**src/rtl/iob_rr_merge_pkg.sv**
```systemverilog
// Shared IOb native interconnect definitions: bus widths, field positions and FSM states.
// Reused by the merge and split blocks.
package iob_rr_merge_pkg;

    typedef enum logic {
        IDLE = 1'b0,
        BUSY = 1'b1
    } state_t;

    // Request slot layout, MSB first: {valid, addr, wdata, wstrb}
    function automatic int unsigned req_w(input int unsigned addr_w, input int unsigned data_w);
        return 1 + addr_w + data_w + data_w / 8;
    endfunction

    // Response slot layout, MSB first: {rdata, ready}
    function automatic int unsigned resp_w(input int unsigned data_w);
        return data_w + 1;
    endfunction

    function automatic int unsigned req_valid_pos(input int unsigned addr_w, input int unsigned data_w);
        return req_w(addr_w, data_w) - 1;
    endfunction

    function automatic int unsigned resp_ready_pos();
        return 0;
    endfunction

    // Index width for N requesters, never narrower than one bit
    function automatic int unsigned idx_w(input int unsigned n);
        return (n > 1) ? $clog2(n) : 1;
    endfunction

endpackage

```
**src/rtl/iob_rr_pick.sv**
```systemverilog
// Rotated priority encoder: lowest-index valid at or above ptr, wrapping to the bottom.
module iob_rr_pick #(
    parameter int unsigned N  = 2,
    parameter int unsigned NB = 1
) (
    input  logic [N-1:0]  valid,
    input  logic [NB-1:0] ptr,
    output logic [NB-1:0] pick,
    output logic          any_valid
);

    logic [NB-1:0] pick_hi;
    logic [NB-1:0] pick_lo;
    logic          found_hi;

    // Descending scan so the last hit in each half is the lowest index of that half
    always_comb begin
        pick_hi  = '0;
        pick_lo  = '0;
        found_hi = 1'b0;
        for (int i = N - 1; i >= 0; i--) begin
            if (valid[i]) begin
                if (i >= 32'(ptr)) begin
                    pick_hi  = NB'(i);
                    found_hi = 1'b1;
                end else begin
                    pick_lo = NB'(i);
                end
            end
        end
        pick      = found_hi ? pick_hi : pick_lo;
        any_valid = |valid;
    end

endmodule

```
**src/rtl/iob_rr_merge.sv**
```systemverilog
// N-master to 1-slave round-robin merge for the IOb native interconnect.
// Optional slave response timeout enabled by defining IOB_RR_MERGE_TIMEOUT_EN.
module iob_rr_merge
    import iob_rr_merge_pkg::*;
#(
    parameter int unsigned DATA_W    = 32,
    parameter int unsigned ADDR_W    = 32,
    parameter int unsigned N_MASTERS = 2,
    parameter int unsigned TIMEOUT   = 256
) (
    input  logic                                          clk,
    input  logic                                          rst,
    input  logic [N_MASTERS*req_w(ADDR_W, DATA_W)-1:0]    m_req,
    output logic [N_MASTERS*resp_w(DATA_W)-1:0]           m_resp,
    output logic [req_w(ADDR_W, DATA_W)-1:0]              s_req,
    input  logic [resp_w(DATA_W)-1:0]                     s_resp
);

    localparam int unsigned REQ_W     = req_w(ADDR_W, DATA_W);
    localparam int unsigned RESP_W    = resp_w(DATA_W);
    localparam int unsigned NB        = idx_w(N_MASTERS);
    localparam int unsigned VALID_POS = req_valid_pos(ADDR_W, DATA_W);
    localparam int unsigned READY_POS = resp_ready_pos();

    if (N_MASTERS < 1 || TIMEOUT < 2) begin : g_bad_cfg
        $error("iob_rr_merge: N_MASTERS must be >= 1 and TIMEOUT >= 2");
    end

    state_t            state;
    logic [NB-1:0]     grant;
    logic [NB-1:0]     ptr;
    logic [NB-1:0]     pick;
    logic [NB-1:0]     ptr_nxt;
    logic              any_valid;
    logic [N_MASTERS-1:0] valid;
    logic              s_ready;
    logic              tout;
    logic              done;

    always_comb begin
        for (int i = 0; i < N_MASTERS; i++) begin
            valid[i] = m_req[i*REQ_W + VALID_POS];
        end
    end

    iob_rr_pick #(
        .N  (N_MASTERS),
        .NB (NB)
    ) u_pick (
        .valid     (valid),
        .ptr       (ptr),
        .pick      (pick),
        .any_valid (any_valid)
    );

    assign s_ready = s_resp[READY_POS];
    assign ptr_nxt = NB'((32'(grant) + 32'd1) % N_MASTERS);

`ifdef IOB_RR_MERGE_TIMEOUT_EN
    localparam int unsigned TCNT_W = idx_w(TIMEOUT);

    logic [TCNT_W-1:0] tcnt;

    assign tout = (state == BUSY) && !s_ready && (tcnt == TCNT_W'(TIMEOUT - 1));

    // Counts BUSY cycles without ready; held at zero while idle
    always_ff @(posedge clk or posedge rst) begin
        if (rst) begin
            tcnt <= '0;
        end else if (state == IDLE) begin
            tcnt <= '0;
        end else if (!s_ready && !tout) begin
            tcnt <= tcnt + 1'b1;
        end
    end
`else
    assign tout = 1'b0;
`endif

    assign done = (state == BUSY) && (s_ready || tout);

    always_ff @(posedge clk or posedge rst) begin
        if (rst) begin
            state <= IDLE;
            grant <= '0;
            ptr   <= '0;
        end else begin
            case (state)
                IDLE: begin
                    if (any_valid) begin
                        grant <= pick;
                        state <= BUSY;
                    end
                end
                BUSY: begin
                    if (done) begin
                        ptr   <= ptr_nxt;
                        state <= IDLE;
                    end
                end
                default: state <= IDLE;
            endcase
        end
    end

    // Zero-latency forward and response routing; reset blanks both directions
    always_comb begin
        s_req  = '0;
        m_resp = '0;
        if (!rst) begin
            case (state)
                IDLE: begin
                    if (any_valid) begin
                        s_req = m_req[32'(pick)*REQ_W +: REQ_W];
                    end
                end
                BUSY: begin
                    s_req = m_req[32'(grant)*REQ_W +: REQ_W];
                    if (s_ready) begin
                        m_resp[32'(grant)*RESP_W +: RESP_W] = s_resp;
                    end else if (tout) begin
                        s_req = '0;
                        m_resp[32'(grant)*RESP_W +: RESP_W] = {{DATA_W{1'b1}}, 1'b1};
                    end
                end
                default: ;
            endcase
        end
    end

endmodule

```
**config.mk**
```make
export PLATFORM = sky130hd
export DESIGN_NAME = iob_rr_merge
export DESIGN_NICKNAME = d
export VERILOG_FILES = /design/src/rtl/iob_rr_merge_pkg.sv /design/src/rtl/iob_rr_pick.sv /design/src/rtl/iob_rr_merge.sv
export SDC_FILE = /design/constraint.sdc
export NUM_CORES = 1
export LEC_CHECK = 0
export ABC_AREA = 1
export BUFFER_PORTS_ARGS = -buffer_cell sky130_fd_sc_hd__buf_2
export CAP_MARGIN = 25
export CORE_AREA = 8 8 113 115
export DETAILED_ROUTE_END_ITERATION = 10
export DIE_AREA = 0 0 121 123
export MAX_ROUTING_LAYER = met4
export PLACE_DENSITY = 0.67
export RECOVER_POWER = 50
export REMOVE_ABC_BUFFERS = 1
export SYNTH_ARGS = -nofsm -noshare
export SYNTH_HDL_FRONTEND = slang
export SYNTH_SLANG_ARGS = --single-unit
```
**constraint.sdc**
```tcl
create_clock -name clk -period 2.3 [get_ports clk]
set_input_delay 0.345 -clock clk [delete_from_list [all_inputs] [get_ports clk]]
set_output_delay 0.345 -clock clk [all_outputs]
set_load 0.005 [all_outputs]
```
==> out/results.ini <==
[run_status]
status=complete, no violations

[die]
coreArea_um2=11100
start_util_pct=30.5
die_w_um=121
ioPinCount=308
rows=39
die-area_um2=14900
die_h_um=123

[hold_path]
min_path_type=in2reg
min_delay_path_depth=2

[pwr]
total_power_mw=2.84
p_per_area_nw_per_um2=570
peakVddDrop_uv=615
p_leak_nw=3.09

[clock_tree]
root_buffer=clkbuf_16
cts.sinks=3
htreeDepth=1
postCtsHoldBufs=0
clk_pin_slew_ps=30
clock_latency_ps=220
max-clock-path-buffers=2
numCtsBuffers=3
cts-resized-gates=0
cts_tree=done
post_cts_buffers=0

[timing]
fin_crit_sh_pct=89.0
maxSlewViolCount=0
rsz0062_at_grt=false
final-hold-violation-count=0
max_freq_ghz=0.488
finalClockSkew_ps=0.133
worstMarginPinSlew_ps=497
setup_violations=0
period_needed_ps=2050
worst_hold_slack_ps=301
slew_headroom_pct=66.8

[drt]
via_per_inst=4.90
drtAntennaViolNets=0
routedWlPerCell_um=15.4
wl_um=17500
dr_total_vias=5589
drtIter0Drc=420
drc=0
firstDrtPassIters=7

[yosys]
syn_inst=729
yosysUniqueCellTypes=19
ys_seq_elements=3
syn_avg_cell_area_um2=4.63
synthesis.area_um2=3380
ys_warn_count=0
ys_seq_area_share_pct=2.22

[setup_path]
worst_setup_path_end_kind=output pin
crit_fanout=32
startpoint_type=register
reg2reg_depth=5
cp.required_ps=1960
worstPathArrival_ps=1700
path_class=reg2out
cp_slowest_stage_delay_ps=410
path_cells=nand2_1, nor3_1, inv_2, nor2_1, buf_2
slowest_stage=dfrtp_1

[grt]
grt_pass1_vias=5061
antenna_found_initial=7
grt_start_max_net_pins=80
grt_pass1_wl_um=25900
gr-total-overflow=0
grt_usage_pct=21.6

[final_layout]
fin_nets=1166
layout_commonest_cell=buf_2
syn_to_final_growth_pct=47.5
final_cell_mix=248 x buf_2, 169 x inv_1, 135 x nand3_1
drive_gt1_share_pct=29.2

[placement]
dpl.hpwl_um=13900
routabilityCongestion=0.893
place.port_buffers=307

[flow_run]
maxCapViolCount=0

[cell type report]
| type | count | area, um2 |
|---|---|---|
| multi-input combinational | 488 | 2300 |
| tap | 143 | 179 |
| inverter | 173 | 649 |
| fill | 1314 | 6090 |
| sequential | 3 | 78.8 |
| antenna | 5 | 12.5 |
| clock buffer | 4 | 78.8 |
| timing repair buffer | 324 | 1690 |
[final timing paths]
path / start / endpoint / slack, ps
max: state$_DFF_PP0_ / m_resp[41] / 250
min: s_resp[0] / state$_DFF_PP0_ / 300
max reg2reg: state$_DFF_PP0_ / grant$_DFFE_PP0P_ / 1010
min reg2reg: ptr$_DFFE_PP0P_ / ptr$_DFFE_PP0P_ / 490
max in group asynchronous: rst / grant$_DFFE_PP0P_ / 1580
min in group asynchronous: rst / grant$_DFFE_PP0P_ / 560
[per-layer routing]
metal / track usage, % / vias up / routed length [um] / part of all wire (%)
met4: 6.25 / 0 / 416 / 2.4
li1: - / 2831 / - / -
met5: - / - / 0 / 0
met1: 24.3 / 2455 / 6810 / 39
met3: 3.84 / 18 / 1510 / 8.6
met2: 38.5 / 285 / 8770 / 50
[metrics by stage]
step                utilization (%)  setup WS, ps  instance area [um2]  cells  TNS [ps]
floorplan                         -         -1250                 3040    664   -164310
global placement               44.9           455                 4980   1131         0
detailed placement             44.9           469                 4980   1131         0
CTS                            45.6           236                 5050   1135         0
global route                   45.0          90.6                 4980   1140         0
finish                         45.0           252                 4980   1140         0
[cell usage after synthesis]
cell type	count	area, um2
o21ai_1	57	285
nor2_4	1	11.3
clkbuf_1	25	93.8
o21ai_0	13	65.1
a31oi_1	1	6.26
buf_2	27	135
a21oi_1	127	636
nand2_2	1	6.26
nor3_2	2	20.0
buf_6	7	78.8
inv_1	169	634
dfrtp_1	3	75.1
nand2_1	78	293
a21oi_2	8	70.1
buf_4	3	22.5
nor2_1	65	244
nand3_1	135	676
inv_2	4	15.0
buf_1	3	11.3
[critical path: cells and delay by family, from the launching register on]
kind,cells,cell delay [ps]
buffers and inverters,2,430
DFF,1,410
and+or+nand+nor,3,630
[report_power, final]
part           leakage, nW  internal, mW  switching [mW]
sequential          0.0347        0.0794          0.0288
clock               0.0382         0.229          0.0541
combinational         3.02         0.962            1.49
total                 3.09          1.27            1.57
[state kept, by name, summed over array words and instances (netlist names)]
name and count:
grant 1, state 1, ptr 1
[logic make-up after synthesis]
logic type | Yosys count | synth area share (%)
flip-flops | 3 | 2.22
AO/OA/AOI/OAI | 206 | 31.4
AND/OR/NAND/NOR | 282 | 37.0
buffers and inverters | 238 | 29.3
Note: power is estimated with default switching activity, not from simulation.
